--- src/rtl/cv_btn_bounce_gen_pkg.sv ---
// Shared definitions for the contact-bounce emulator.
//   - FSM state encoding (IDLE / BOUNCE / SETTLE; the unused code 2'b11 recovers to IDLE)
//   - LFSR width and Galois tap mask for x^8+x^6+x^5+x^4+1
//   - lfsr_step(): one step of the right-shifting Galois LFSR
package cv_bounce_pkg;

  localparam int LFSR_W = 8;
  localparam logic [LFSR_W-1:0] LFSR_TAPS = 8'hB8;

  localparam logic [1:0] ST_IDLE   = 2'b00;
  localparam logic [1:0] ST_BOUNCE = 2'b01;
  localparam logic [1:0] ST_SETTLE = 2'b10;

  // Right shift; when the bit that falls out is 1, fold the tap mask back in.
  function automatic logic [LFSR_W-1:0] lfsr_step(input logic [LFSR_W-1:0] q);
    return (q >> 1) ^ (q[0] ? LFSR_TAPS : {LFSR_W{1'b0}});
  endfunction

endpackage

--- src/rtl/cv_btn_bounce_gen_if.sv ---
// Signal bundle of the bounce emulator.
//   master : drives CE and LVL_IN; observes BTN_OUT, BUSY, DONE and the debug taps
//   slave  : the emulator itself
// Debug taps: dbg_state (FSM state), dbg_cnt (tick counter), dbg_lfsr (LFSR contents).
// Handshake: there is no valid/ready pair. LVL_IN is a level that is sampled on
// every CLK edge while the emulator is idle. A change seen while BUSY is high is
// not stored. DONE is a single-CLK strobe that marks the settled end of a transition.
interface cv_btn_bounce_gen_if
  import cv_bounce_pkg::*;
#(
  parameter int CNT_WIDTH = 5
);
  logic                 CE;
  logic                 LVL_IN;
  logic                 BTN_OUT;
  logic                 BUSY;
  logic                 DONE;
  logic [1:0]           dbg_state;
  logic [CNT_WIDTH-1:0] dbg_cnt;
  logic [LFSR_W-1:0]    dbg_lfsr;

  modport master (
    output CE, LVL_IN,
    input  BTN_OUT, BUSY, DONE, dbg_state, dbg_cnt, dbg_lfsr
  );

  modport slave (
    input  CE, LVL_IN,
    output BTN_OUT, BUSY, DONE, dbg_state, dbg_cnt, dbg_lfsr
  );
endinterface

--- src/rtl/cv_lfsr8.sv ---
// 8-bit Galois LFSR, taps 8'hB8, period 255.
//   CLK, RST (async, active-high) : clock / reset to SEED
//   EN                            : advance one step on this edge
//   Q                             : current contents
//   Q_NEXT                        : value Q takes after the next enabled step
module cv_lfsr8
  import cv_bounce_pkg::*;
#(
  parameter logic [LFSR_W-1:0] SEED = 8'hA5
) (
  input  logic              CLK,
  input  logic              RST,
  input  logic              EN,
  output logic [LFSR_W-1:0] Q,
  output logic [LFSR_W-1:0] Q_NEXT
);

  logic [LFSR_W-1:0] lfsr_q;
  logic [LFSR_W-1:0] lfsr_d;

  always_comb begin
    Q_NEXT = lfsr_step(lfsr_q);
    lfsr_d = EN ? Q_NEXT : lfsr_q;
  end

  always_ff @(posedge CLK or posedge RST) begin
    if (RST) lfsr_q <= SEED;
    else     lfsr_q <= lfsr_d;
  end

  assign Q = lfsr_q;

endmodule

--- src/rtl/cv_btn_bounce_gen.sv ---
// Contact-bounce emulator. It turns a clean command level into a chattering
// "mechanical" output. The output chatters for BOUNCE_LEN CE ticks and then
// holds the new level for SETTLE_LEN CE ticks before DONE is raised.
//   CLK, RST  : clock, asynchronous active-high reset
//   bus.CE    : tick enable (shared with the downstream debounce filter)
//   bus.LVL_IN: clean command level
//   bus.BTN_OUT: registered bouncing output
//   bus.BUSY  : high in BOUNCE or SETTLE
//   bus.DONE  : one-CLK pulse when a transition has settled
//   bus.dbg_* : FSM state, tick counter and LFSR contents
module cv_btn_bounce_gen
  import cv_bounce_pkg::*;
#(
  parameter int                CNT_WIDTH  = 5,
  parameter int                BOUNCE_LEN = 12,
  parameter int                SETTLE_LEN = 20,
  parameter logic [LFSR_W-1:0] SEED       = 8'hA5
) (
  input  logic               CLK,
  input  logic               RST,
  cv_btn_bounce_gen_if.slave bus
);

  localparam logic [CNT_WIDTH-1:0] BOUNCE_LAST = CNT_WIDTH'(BOUNCE_LEN - 1);
  localparam logic [CNT_WIDTH-1:0] SETTLE_LAST = CNT_WIDTH'(SETTLE_LEN - 1);

  logic [1:0]           state_q, state_d;
  logic                 tgt_q,   tgt_d;
  logic [CNT_WIDTH-1:0] cnt_q,   cnt_d;
  logic                 btn_q,   btn_d;
  logic                 done_q,  done_d;

  logic                 lfsr_en;
  logic [LFSR_W-1:0]    lfsr_q;
  logic [LFSR_W-1:0]    lfsr_next;

  cv_lfsr8 #(.SEED(SEED)) u_lfsr (
    .CLK    (CLK),
    .RST    (RST),
    .EN     (lfsr_en),
    .Q      (lfsr_q),
    .Q_NEXT (lfsr_next)
  );

  always_comb begin
    state_d = state_q;
    tgt_d   = tgt_q;
    cnt_d   = cnt_q;
    btn_d   = btn_q;
    done_d  = 1'b0;
    lfsr_en = 1'b0;

    case (state_q)
      ST_IDLE: begin
        btn_d = tgt_q;
        // Mismatch detection ignores CE so that BUSY follows the command within one CLK.
        if (bus.LVL_IN != tgt_q) begin
          tgt_d   = bus.LVL_IN;
          cnt_d   = '0;
          state_d = ST_BOUNCE;
        end
      end

      ST_BOUNCE: begin
        if (bus.CE) begin
          lfsr_en = 1'b1;
          if (cnt_q == BOUNCE_LAST) begin
            // The last chatter tick lands on the target, so SETTLE starts clean.
            btn_d   = tgt_q;
            cnt_d   = '0;
            state_d = ST_SETTLE;
          end else begin
            btn_d = lfsr_next[0];
            cnt_d = cnt_q + 1'b1;
          end
        end
      end

      ST_SETTLE: begin
        btn_d = tgt_q;
        if (bus.CE) begin
          if (cnt_q == SETTLE_LAST) begin
            cnt_d   = '0;
            done_d  = 1'b1;
            state_d = ST_IDLE;
          end else begin
            cnt_d = cnt_q + 1'b1;
          end
        end
      end

      default: begin
        state_d = ST_IDLE;
        cnt_d   = '0;
      end
    endcase
  end

  always_ff @(posedge CLK or posedge RST) begin
    if (RST) begin
      state_q <= ST_IDLE;
      tgt_q   <= 1'b0;
      cnt_q   <= '0;
      btn_q   <= 1'b0;
      done_q  <= 1'b0;
    end else begin
      state_q <= state_d;
      tgt_q   <= tgt_d;
      cnt_q   <= cnt_d;
      btn_q   <= btn_d;
      done_q  <= done_d;
    end
  end

  // BUSY decodes the registered state, so it drops on the same edge DONE rises.
  assign bus.BTN_OUT   = btn_q;
  assign bus.BUSY      = (state_q == ST_BOUNCE) || (state_q == ST_SETTLE);
  assign bus.DONE      = done_q;
  assign bus.dbg_state = state_q;
  assign bus.dbg_cnt   = cnt_q;
  assign bus.dbg_lfsr  = lfsr_q;

endmodule

--- src/flat_wrapper.sv ---
// flat-port wrapper written by rule: the top's interface ports become plain ports
module cv_btn_bounce_gen_flat import cv_bounce_pkg::*;
#(
  parameter int                CNT_WIDTH  = 5,
  parameter int                BOUNCE_LEN = 12,
  parameter int                SETTLE_LEN = 20,
  parameter logic [LFSR_W-1:0] SEED       = 8'hA5
)
  (CLK, RST, bus_CE, bus_LVL_IN, bus_BTN_OUT, bus_BUSY, bus_DONE, bus_dbg_state, bus_dbg_cnt, bus_dbg_lfsr);
  cv_btn_bounce_gen_if #(.CNT_WIDTH(CNT_WIDTH)) bus_i ();
  input  logic CLK;
  input  logic RST;
  input wire logic [$bits(bus_i.CE)-1:0] bus_CE;
  input wire logic [$bits(bus_i.LVL_IN)-1:0] bus_LVL_IN;
  output wire logic [$bits(bus_i.BTN_OUT)-1:0] bus_BTN_OUT;
  output wire logic [$bits(bus_i.BUSY)-1:0] bus_BUSY;
  output wire logic [$bits(bus_i.DONE)-1:0] bus_DONE;
  output wire logic [$bits(bus_i.dbg_state)-1:0] bus_dbg_state;
  output wire logic [$bits(bus_i.dbg_cnt)-1:0] bus_dbg_cnt;
  output wire logic [$bits(bus_i.dbg_lfsr)-1:0] bus_dbg_lfsr;
  assign bus_i.CE = bus_CE;
  assign bus_i.LVL_IN = bus_LVL_IN;
  assign bus_BTN_OUT = bus_i.BTN_OUT;
  assign bus_BUSY = bus_i.BUSY;
  assign bus_DONE = bus_i.DONE;
  assign bus_dbg_state = bus_i.dbg_state;
  assign bus_dbg_cnt = bus_i.dbg_cnt;
  assign bus_dbg_lfsr = bus_i.dbg_lfsr;
  cv_btn_bounce_gen #(.CNT_WIDTH(CNT_WIDTH), .BOUNCE_LEN(BOUNCE_LEN), .SETTLE_LEN(SETTLE_LEN), .SEED(SEED)) u_core (.CLK(CLK), .RST(RST), .bus(bus_i));
endmodule
--- config.mk ---
export PLATFORM = sky130hd
export DESIGN_NAME = cv_btn_bounce_gen_flat
export DESIGN_NICKNAME = d
export VERILOG_FILES = /design/src/rtl/cv_btn_bounce_gen_pkg.sv /design/src/rtl/cv_btn_bounce_gen_if.sv /design/src/rtl/cv_lfsr8.sv /design/src/rtl/cv_btn_bounce_gen.sv /design/src/flat_wrapper.sv
export SDC_FILE = /design/constraint.sdc
export NUM_CORES = 1
export LEC_CHECK = 0
export ABC_AREA = 1
export BUFFER_PORTS_ARGS = -buffer_cell sky130_fd_sc_hd__clkbuf_2
export CORE_MARGIN = 10
export CORE_UTILIZATION = 55
export DETAILED_ROUTE_END_ITERATION = 10
export GPL_ROUTABILITY_DRIVEN = 0
export PLACE_DENSITY = 0.8
export SYNTH_ARGS = -nofsm -noshare
export SYNTH_HDL_FRONTEND = slang
export SYNTH_SLANG_ARGS = --single-unit
export TNS_END_PERCENT = 10
--- constraint.sdc ---
create_clock -name CLK -period 2 [get_ports CLK]
set_input_delay 0.3 -clock CLK [delete_from_list [all_inputs] [get_ports CLK]]
set_output_delay 0.3 -clock CLK [all_outputs]
set_load 0.01 [all_outputs]
; ---- Yosys cells after proc, flatten, opt, wreduce, memory -nomap -nowiden
; Index checks and enable logic that the tools add are counted.
[totals]
reg_bits = 18
inputBits = 4
out_inout_bits = 18
elab_cells = 47
[op_classes]
add_sub_neg = 1
n_eq_ne = 10
n_mux = 21
bitwise_logic = 1
n_reduce_logical = 8
[ops]
columns = cell, n
row1 = $mux 5, 5
row2 = $pmux 5 s3, 1
row3 = $mux 2, 5
row4 = $mux 8, 1
row5 = $xor 7x8->8, 1
row6 = $mux 1, 7
row7 = $ne 2x1->1 const B, 3
row8 = $pmux 2 s3, 1
row9 = $add 5x1->5 const B, 1
row10 = $eq 5x4->1 const B, 1
row11 = $eq 5x5->1 const B, 1
row12 = $reduce_and 5->1, 1
row13 = $ne 2x2->1 const B, 2
row14 = $reduce_and 2->1, 2
row15 = $reduce_and 3->1, 1
row16 = $eq 2x1->1 const B, 1
row17 = $eq 2x2->1 const B, 1
row18 = $logic_not 2->1, 1
row19 = $pmux 1 s2, 1
row20 = $reduce_bool 2->1, 1
row21 = $reduce_or 2->1, 1
row22 = $logic_or 1x1->1, 1
row23 = $ne 1x1->1, 1

; ---- Longest topological paths before layout
; Gate-level depths: netlist of the first run.
[depth]
ltp_word = 5
ltp_mapped = 9
depth_no_buf = 9

; ---- By module
; A second synthesis of the first run with hierarchy kept.
[unflattened]
cells_unflattened = 136
area_unflattened_um2 = 1053.5
[modules_own_cells]
columns = mod, instances, cells_per_inst, area_each_um2, seq_area_each_um2
row1 = cv_btn_bounce_gen, 1, 87, 645.6, 250.2
row2 = cv_lfsr8, 1, 49, 407.9, 205.2

; ---- Worst setup path after synthesis of the first run
; OpenSTA, ideal clock, no wires.
[synth_timing]
kind = reg2reg
from = reg u_core.state_q[0], in the netlist u_core.bus.dbg_state[0]
to = reg u_core.cnt_q[0], in the netlist u_core.bus.dbg_cnt[0]
setup_time_ps = 76
t_arrival_ps = 1296
required_time_ps = 1924
path_slack_ps = 628
path_stages_with_launch = 6
path_buffers = 0
period_less_slack_ps = 1372
path_cell_list = dfrtp_1 inv_1 ha_1 inv_1 or2_2 o21ai_1
[synth_via]
elab_chain_cells = 3
elab_cells_between_ends = 8
classes_between = eq/ne (5) / mux (1) / reduce/logical (2)
[synth_lines]
columns = item, line
row1 = "start, declared", cv_btn_bounce_gen.sv:27  ; logic [1:0] state_q, state_d;
row2 = "start signal, assigned", cv_btn_bounce_gen.sv:107  ; state_q <= state_d;
row3 = "$eq 2x1->1, or another cell as far along", cv_btn_bounce_gen.sv:53  ; case (state_q)
row4 = $ne 2x2->1 (no source line) or $ne 2x1->1 (tied branches), -
row5 = $reduce_and 3->1 (no source line), -
row6 = "end signal, assigned", cv_btn_bounce_gen.sv:109  ; cnt_q <= cnt_d;
row7 = "end, declared", cv_btn_bounce_gen.sv:29  ; logic [CNT_WIDTH-1:0] cnt_q, cnt_d;
; Several ways; a longest one is shown, not always the timed one.
; A chain may end at the register's enable or synchronous reset.

; ---- Worst setup path in the final report of the first run
[layout_timing]
from = reg u_core.state_q[1], in the netlist u_core.bus.dbg_state[1]
to = reg u_core.btn_q, in the netlist u_core.bus.BTN_OUT
[layout_via]
elab_chain_cells = 4
elab_cells_between_ends = 8
classes_between = eq/ne (3) / mux (1) / reduce/logical (4)
[layout_lines]
columns = item, line
row1 = $eq 2x2->1 or $logic_not 2->1 (tied branches), cv_btn_bounce_gen.sv:53
row2 = $reduce_or 2->1 (no source line), -
row3 = $reduce_bool 2->1 (no source line), -
row4 = $reduce_and 2->1 (no source line), -
row5 = "end signal, assigned", cv_btn_bounce_gen.sv:110  ; btn_q <= btn_d;
row6 = "end, declared", cv_btn_bounce_gen.sv:30  ; logic btn_q, btn_d;
; Several ways; a longest one is shown, not always the timed one.

==> run summary, run 1 <==
status -> complete, no violations
share of layout cells above drive strength 1 -> 29.0%
Slew headroom -> 54.8%
final instance count without filler cells -> 170
Hold Vio Cnt, Final -> 0
Top delay family on crit path -> simple AND/OR/NAND/NOR gates
# IOs -> 22
All-Layer GR Usage -> 11.1%
Synth Register Bits -> 18
CP Launch Type -> flip-flop
cts bufs inserted -> 3
r2r startpoint -> u_core.bus.dbg_state[1]$_DFFE_PP0P_
met3 wire length -> 135 um
worst ir drop on vdd -> 0.778 mV
clock latency on the worst-skew pair -> 300 ps
Metal-1 WL -> 902 um
maxcap violations -> 0
count of final max-slew check failures -> 0
detailed-route vias per instance -> 5.14
syn avg cell area -> 8.03 um2
Max stage delay on crit path -> 420 ps
die width -> 62.9 um
R2R Setup Slk -> 360 ps
Synth Warn # -> 0
WP data arrival -> 1850 ps
Root Driver -> clkbuf_4
fin nets -> 154
R2R cell count -> 6
detailed placement HPWL -> 1610 um
largest net degree at the start of global routing -> 19
crit path cell chain -> inv_1 > ha_1 > nand2_1 > o21ai_0 > nand3_1 > nor2b_1
cts repair resizes -> 0
Hold WC Path Type -> input pin to async pin
area added between synthesis and finish -> 12.9%
Post-CTS Hold Fix Bufs -> 0
Max Freq -> 0.608 GHz
cell count along the critical path -> 6
WL/cell -> 12.6 um
die height -> 62.9 um
# setup viols final -> 0
setup TNS -> 0 ps
dpl cells -> 166
DR iter-0 viols -> 22
initial antenna violation count -> 0
H-Tree Depth -> 1
pwr dens -> 1440 nW/um2
post-synthesis net count -> 134
Final min period -> 1640 ps
crit path capture type -> flip-flop
drc violations -> 0
max layer used -> met4
Lkg Pwr -> 0.609 nW
post-synthesis sequential area ratio -> 45.0%
Post-Synthesis Cells -> 126
synthesized cell area -> 1010 um2
slowest CP cell -> dfrtp_1
core box area -> 1750 um2
type of the worst setup path -> flip-flop to flip-flop
clock sinks -> 18
vias in the first global route -> 896
Post-DRT Antenna Nets -> 0
cell taking the most area after synthesis -> dfrtp_1
fillers -> 171
Initial Utilization -> 58.0%
Final Cycle Share -> 82.2%
Rows -> 15
Synth cell types -> 23
PnR Total Power -> 1.64 mW
first-pass GRT wire length -> 3740 um
final instance area -> 1140 um2
worst-path fanout max -> 13
ys async rst share -> 100%
WP buf/inv -> 1
WP data required -> 2200 ps
RSZ-0062 raised after global routing -> false
largest cells by area after synthesis -> dfrtp_1, nand2_1, dfstp_2, ha_1, nand3_1
reg-to-reg endpoint -> u_core.bus.BTN_OUT$_DFFE_PP0P_
total grt overflow -> 0
DR vias -> 874
most numerous cell in the Yosys netlist -> nand2_1
metal2 WL -> 1080 um
postcts setup bufs -> 0
CTS clk-pin slew, worst paths -> 110 ps
top_reg_cell synth -> dfrtp_1
top cells by count, synth -> nand2_1, dfrtp_1, inv_1, nand3_1
full die area -> 3960 um2
Post-synth EDFFs -> 0
CTS tree -> yes
ant diodes -> 0
Clock Skews -> 3.25 ps
Least-Margin Pin Slew -> 677 ps
clk buf depth -> 2
area post-placement -> 1110 um2
final wirelength -> 2150 um
IO Port Bufs -> 21
Synth top area share -> 34.6%
DR pass1 iterations -> 4
-- through the flow --
step | util [%] | setup WS (ps) | hold slack, ps
floorplan | - | 628 | 236
global placement | 63.4 | 486 | 414
detailed placement | 63.4 | 392 | 426
CTS | 65.4 | 329 | 93.6
global route | 65.4 | 117 | 108
finish | 65.4 | 355 | 67.1
-- state kept, by name (all words and copies together) (netlist names) --
name / cells
u_core.u_lfsr.Q: 8
u_core.bus.dbg_cnt: 5
u_core.bus.dbg_state: 2
u_core.bus.BTN_OUT: 1
u_core.bus.DONE: 1
u_core.tgt_q: 1
-- power breakdown --
part           switching (mW)  internal, mW  total [mW]
sequential              0.111         0.503       0.614
clock                   0.120         0.111       0.231
combinational           0.489         0.308       0.796
total                   0.719         0.922        1.64
-- logic make-up (layout without fill, tap and decap cells) --
logic type	Yosys count	in the layout	share of synthesized area [%]
AOI/OAI and AO/OA	15	15	8.65
DFF	18	18	45.0
xor gates and xnor gates	3	3	2.60
buffers and inverters	19	38	9.02
and+or+nand+nor	67	67	29.8
adders and majority gates	4	4	4.94
-- worst max-delay path by stage --
stage,start,endpoint,slack (ps)
2_1_floorplan,u_core.bus.dbg_state[0]$_DFFE_PP0P_,u_core.bus.dbg_cnt[0]$_DFFE_PP0P_,630
3_3_place_gp,u_core.bus.dbg_state[1]$_DFFE_PP0P_,u_core.bus.BTN_OUT$_DFFE_PP0P_,490
3_5_place_dp,u_core.bus.dbg_state[1]$_DFFE_PP0P_,u_core.bus.BTN_OUT$_DFFE_PP0P_,390
4_1_cts,u_core.bus.dbg_state[0]$_DFFE_PP0P_,bus_BUSY,330
5_1_grt,u_core.bus.dbg_state[1]$_DFFE_PP0P_,u_core.bus.BTN_OUT$_DFFE_PP0P_,120
6_report,u_core.bus.dbg_state[1]$_DFFE_PP0P_,u_core.bus.BTN_OUT$_DFFE_PP0P_,360
-- layout make-up --
| cell class | count | area [um2] | share of cell area [%] |
|---|---|---|---|
| repair buffers | 21 | 105 | 9.20 |
| clock buffers | 4 | 36.3 | 3.18 |
| well taps | 25 | 31.3 | 2.74 |
| inverters | 13 | 48.8 | 4.27 |
| flip-flops and latches | 18 | 455 | 39.9 |
| multi-input cells | 89 | 465 | 40.7 |
-- worst reg2reg max path, delay by kind of cell, from the launching register on --
family / cells / cell delay (ps)
buffers and inverters: 1 / 90
flip-flops: 1 / 420
AND/OR/NAND/NOR: 3 / 520
adder cells (fa/ha/maj): 1 / 320
AO/OA/AOI/OAI: 1 / 190
-- metal layers --
layer / vias to the layer above / GRT usage, %
li1: 431 / -
met1: 411 / 11.6
met2: 26 / 20.1
met4: 0 / 3.91
met5: - / 0
met3: 6 / 3.76
-- cells in the final DEF, fill, tap and decap left out --
master / Yosys / layout
inv_1: 11 / 11
clkbuf_8: 0 / 1
o21ai_1: 4 / 4
xnor2_1: 3 / 3
dfrtp_1: 14 / 14
nand2_1: 38 / 38
nor2_2: 1 / 1
or2_2: 1 / 1
nor2b_1: 1 / 1
nand4_1: 1 / 1
nor2_1: 8 / 8
clkbuf_2: 0 / 21
nand3_1: 10 / 10
nor2_4: 1 / 1
o21ai_0: 8 / 8
clkbuf_4: 0 / 3
o21ai_2: 1 / 1
dfstp_2: 4 / 4
inv_2: 2 / 2
nand2_2: 5 / 5
ha_1: 4 / 4
o21bai_2: 1 / 1
o21bai_1: 1 / 1
nand2_4: 1 / 1
Power figures use the tool's default switching activity.
==> run 2: changes to the inputs <==
- ABC_AREA: 1 -> 0
- CORE_UTILIZATION: 55 -> 51
- PLACE_DENSITY: 0.8 -> 0.75
- clock period: 2 -> 1.7 ns (I/O delays scaled with it)
==> run 2 against run 1 <==
Against the previous run: non-clock buffer count rose by 5; via count fell by 21%; critical path depth down 1; synthesized cell count shrank 30%; core utilization fell by 0.86 points; critical endpoint is now u_core.bus.dbg_state[0]$_DFFE_PP0P_; largest power group unchanged.
==> run summary, run 2 <==
Least-Margin Pin Slew -> 653 ps
ys async rst share -> 100%
cts repair resizes -> 0
commonest non-fill, non-tap cell in the layout -> clkbuf_2
Rows -> 15
initial antenna violation count -> 0
worst ir drop on vdd -> 0.953 mV
post-synthesis net count -> 96
R2R cell count -> 5
postcts setup bufs -> 0
Lkg Pwr -> 0.535 nW
most frequent cells in the layout -> clkbuf_2, dfrtp_1, o21ai_0
top cells by count, synth -> dfrtp_1, o21ai_0, nand2_1, mux2_2
core box area -> 1750 um2
R2R Setup Slk -> 40 ps
clock sinks -> 18
post-synthesis sequential area ratio -> 47.8%
clk buf depth -> 2
area added between synthesis and finish -> 18.4%
type of the worst setup path -> flip-flop to flip-flop
reg-to-reg endpoint -> u_core.bus.dbg_state[0]$_DFFE_PP0P_
crit path capture type -> flip-flop
ant diodes -> 0
status -> complete, no violations
die height -> 63.2 um
total grt overflow -> 0
worst-path fanout max -> 5
RSZ-0062 raised after global routing -> true
most numerous cell in the Yosys netlist -> dfrtp_1
Hold Vio Cnt, Final -> 0
dpl cells -> 132
maxcap violations -> 0
largest net degree at the start of global routing -> 19
Final Cycle Share -> 97.8%
Post-DRT Antenna Nets -> 0
Post-CTS Hold Fix Bufs -> 0
r2r startpoint -> u_core.bus.dbg_cnt[1]$_DFFE_PP0P_
pwr dens -> 1220 nW/um2
top_reg_cell synth -> dfrtp_1
Synth Warn # -> 0
fin nets -> 120
Synth Register Bits -> 18
WL/cell -> 13.4 um
All-Layer GR Usage -> 8.97%
synthesized cell area -> 952 um2
drc violations -> 0
DR iter-0 viols -> 8
die width -> 63.2 um
first-pass GRT wire length -> 3140 um
H-Tree Depth -> 1
max reg flops -> 8
CP Launch Type -> flip-flop
CTS tree -> yes
WP data required -> 1880 ps
setup TNS -> 0 ps
share of layout cells above drive strength 1 -> 44.1%
detailed-route vias per instance -> 5.09
Post-synth EDFFs -> 0
# setup viols final -> 0
cts bufs inserted -> 3
Synth cell types -> 27
syn avg cell area -> 10.8 um2
Max Freq -> 0.601 GHz
Post-Synthesis Cells -> 88
cell taking the most area after synthesis -> dfrtp_1
Synth top area share -> 36.8%
Clock Skews -> 12.2 ps
WP data arrival -> 1850 ps
full die area -> 4000 um2
Initial Utilization -> 54.6%
final instance count without filler cells -> 136
detailed placement HPWL -> 1440 um
vias in the first global route -> 691
count of final max-slew check failures -> 0
IO Port Bufs -> 21
PnR Total Power -> 1.38 mW
Root Driver -> clkbuf_4
DR vias -> 692
clock latency on the worst-skew pair -> 280 ps
CTS clk-pin slew, worst paths -> 110 ps
largest cells by area after synthesis -> dfrtp_1, dfstp_2, mux2_2, ha_1, o21ai_0
# IOs -> 22
Final min period -> 1660 ps
Post-Route Utilization -> 64.6%
Hold WC Path Type -> input pin to async pin
Slew headroom -> 56.4%
DR pass1 iterations -> 3
final wirelength -> 1820 um
-- run 2: power breakdown --
part	total (mW)	switching (mW)	internal (mW)
Sequential	0.530	0.0456	0.485
Combinational	0.592	0.320	0.272
Clock	0.256	0.126	0.130
-- run 2: worst max-delay path: stages, from the launching register on --
cell and delay, ps:
dfrtp_1 400, ha_2 230, nand4bb_1 200, a21oi_4 240
o21ba_2 170, mux2_2 320
-- run 2: worst max path at each step --
stage                                              from  slack (ps)                             endpoint
finish                u_core.bus.dbg_cnt[1]$_DFFE_PP0P_          40  u_core.bus.dbg_state[0]$_DFFE_PP0P_
global route          u_core.bus.dbg_cnt[1]$_DFFE_PP0P_         -60  u_core.bus.dbg_state[0]$_DFFE_PP0P_
global placement    u_core.bus.dbg_state[0]$_DFFE_PP0P_          70  u_core.bus.dbg_state[1]$_DFFE_PP0P_
detailed placement    u_core.bus.dbg_cnt[1]$_DFFE_PP0P_          40  u_core.bus.dbg_state[0]$_DFFE_PP0P_
floorplan           u_core.bus.dbg_state[0]$_DFFE_PP0P_          40  u_core.bus.dbg_state[0]$_DFFE_PP0P_
CTS                 u_core.bus.dbg_state[0]$_DFFE_PP0P_          20  u_core.bus.dbg_state[1]$_DFFE_PP0P_
-- run 2: metrics by stage --
stage / cell area [um2] / setup slack [ps] / hold slack, ps
after floorplan: 952 / 37.8 / 191
after global placement: 1080 / 66.5 / 360
after detailed placement: 1080 / 42.6 / 376
after CTS: 1110 / 21.0 / 50.4
after global routing: 1130 / -64.1 / 68.7
final: 1130 / 37.0 / 21.0
-- run 2: final cells by class --
| cell class | count | area (um2) |
|---|---|---|
| tap | 25 | 31.3 |
| inverter | 3 | 11.3 |
| sequential | 18 | 455 |
| multi-input combinational | 60 | 450 |
| clock buffer | 4 | 36.3 |
| timing repair buffer | 26 | 143 |
| fill | 151 | 618 |
-- run 2: kinds of logic after synthesis --
kind of cell    count (synthesis)  share of synthesized area [%]
flops                          18                           47.8
compound gates                 19                           13.7
buf+inv                        10                           6.44
simple gates                   25                           13.8
mux                             8                           9.33
xor+xnor                        4                           3.68
fa+ha+maj                       4                           5.26
-- run 2: metal layers --
layer | wire (um) | GRT usage, % | share of wire, %
met5 | 0 | 0 | 0
met4 | 6 | 0.820 | 0.33
met3 | 90 | 3.18 | 4.9
met2 | 891 | 15.2 | 49
met1 | 834 | 11.0 | 46
==> run 3: changes to the inputs <==
--- a/config.mk
+++ b/config.mk
@@ -13,2 +13,3 @@
 export GPL_ROUTABILITY_DRIVEN = 0
+export GPL_TIMING_DRIVEN = 1
 export PLACE_DENSITY = 0.75
==> constraint.sdc (replaced) <==
create_clock -name CLK -period 1.7 [get_ports CLK]
set_input_delay 0.085 -clock CLK [delete_from_list [all_inputs] [get_ports CLK]]
set_output_delay 0.085 -clock CLK [all_outputs]
set_load 0.01 [all_outputs]
==> run 3 against run 2 <==
Against the previous run: first-iteration DRC count grew 13%; hold slack improved by 47 ps; design area is 0.89% higher; combinational power about the same; sequential cell count is the same; critical path depth stayed put; non-clock buffer count is 1 higher; critical path type unchanged.
==> run summary, run 3 (synthesis results as in run 2) <==
type of the worst setup path -> flip-flop to flip-flop
# setup viols final -> 0
CTS clk-pin slew, worst paths -> 110 ps
pwr dens -> 1210 nW/um2
die width -> 63.2 um
full die area -> 4000 um2
All-Layer GR Usage -> 8.97%
PnR worst setup slack -> 37.0 ps
clock share of power -> 18.6%
worst ir drop on vdd -> 0.953 mV
DR vias -> 694
R2R cell count -> 5
max reg flops -> 8
Slew headroom -> 56.4%
r2r startpoint -> u_core.bus.dbg_cnt[1]$_DFFE_PP0P_
Reg power frac -> 38.4%
H-Tree Depth -> 1
DR pass1 iterations -> 3
# IOs -> 22
largest net degree at the start of global routing -> 19
Min-Delay Path Depth -> 3
RSZ-0062 raised after global routing -> true
vias in the first global route -> 691
final instance area -> 1140 um2
drc violations -> 0
area post-placement -> 1080 um2
ant diodes -> 0
crit path capture type -> flip-flop
initial antenna violation count -> 0
WL/cell -> 13.4 um
DR iter-0 viols -> 9
IO Port Bufs -> 21
Post-DRT Antenna Nets -> 0
most frequent cells in the layout -> clkbuf_2, dfrtp_1, o21ai_0
clk buf depth -> 2
sw frac -> 35.7%
Setup crit end -> u_core.bus.dbg_state[0]$_DFFE_PP0P_
die height -> 63.2 um
detailed-route vias per instance -> 5.07
combinational share of power -> 43.0%
Final Cycle Share -> 97.8%
fin nets -> 121
Least-Margin Pin Slew -> 653 ps
cts bufs inserted -> 3
commonest non-fill, non-tap cell in the layout -> clkbuf_2
Clock Skews -> 12.2 ps
CTS tree -> yes
clock latency on the worst-skew pair -> 280 ps
postcts setup bufs -> 0
share of layout cells above drive strength 1 -> 43.8%
core box area -> 1750 um2
maxcap violations -> 0
Initial Utilization -> 54.6%
R2R Setup Slk -> 40 ps
met3 wire length -> 90 um
Max Freq -> 0.601 GHz
first-pass GRT wire length -> 3140 um
count of final max-slew check failures -> 0
Net Switching -> 0.493 mW
Place WS -> 42.6 ps
total grt overflow -> 0
detailed placement HPWL -> 1440 um
Root Driver -> clkbuf_4
Rows -> 15
P_int -> 0.888 mW
WP data arrival -> 1850 ps
worst setup path startpoint -> u_core.bus.dbg_cnt[1]$_DFFE_PP0P_
area added between synthesis and finish -> 19.4%
clock sinks -> 18
final wirelength -> 1830 um
Hold Vio Cnt, Final -> 0
metal2 WL -> 892 um
Metal-1 WL -> 839 um
status -> complete, no violations
max layer used -> met4
WP data required -> 1880 ps
worst-path fanout max -> 5
Final min period -> 1660 ps
Hold WC Path Type -> input pin to flip-flop
setup TNS -> 0 ps
CP Launch Type -> flip-flop
reg-to-reg endpoint -> u_core.bus.dbg_state[0]$_DFFE_PP0P_
Lkg Pwr -> 0.539 nW
==> run 3: changes by cell type in the layout (fill, tap and decap cells not counted), sizes merged <==
cell and delta:
dlygate4sd3 +1
==> run 3: worst min-delay path by stage <==
| stage | to | start |
|---|---|---|
| after floorplan | u_core.bus.BTN_OUT$_DFFE_PP0P_ | RST |
| after global placement | u_core.bus.DONE$_DFF_PP0_ | RST |
| after detailed placement | u_core.bus.dbg_cnt[4]$_DFFE_PP0P_ | RST |
| after CTS | u_core.bus.DONE$_DFF_PP0_ | bus_CE |
| after global routing | u_core.bus.DONE$_DFF_PP0_ | bus_CE |
| final | u_core.bus.DONE$_DFF_PP0_ | bus_CE |
==> run 3: cell type report <==
cell class / instances / area [um2]
multi-input combinational: 60 / 450
timing repair buffer: 27 / 153
inverter: 3 / 11.3
fill: 150 / 608
sequential: 18 / 455
tap: 25 / 31.3
clock buffer: 4 / 36.3
==> run 3: timing repair <==
item	CTS	global route
gates resized for setup	0	5
endpoints found under the hold margin	14	0
endpoints found under the setup margin	0	11
hold buffers	1	0
==> run 3: per-stage QoR <==
stage	std cells	util (%)	power [mW]	hold slack (ps)
2_1_floorplan	88	-	0.947	20.7
3_3_place_gp	132	61.6	1.10	190
3_5_place_dp	132	61.6	1.11	206
4_1_cts	137	64.3	1.37	53.0
5_1_grt	137	65.2	1.48	51.7
6_report	137	65.2	1.38	68.1
==> run 3: critical path, stage by stage (launching register included) <==
cell	delay [ps]
dfrtp_1	400
ha_2	230
nand4bb_1	200
a21oi_4	240
o21ba_2	170
mux2_2	320
==> run 3: power groups by stage <==
stage	clock network, mW	logic, mW	registers [mW]
after floorplan	0	0.391	0.556
after global placement	0	0.561	0.534
after detailed placement	0	0.570	0.539
after CTS	0.263	0.576	0.530
after global routing	0.282	0.660	0.540
final	0.256	0.594	0.530
==> run 3: metal layers <==
layer	global-route usage [%]	up-vias
met5	0	-
met4	0.820	0
met3	3.18	2
met2	15.2	13
met1	11.0	325
li1	-	354
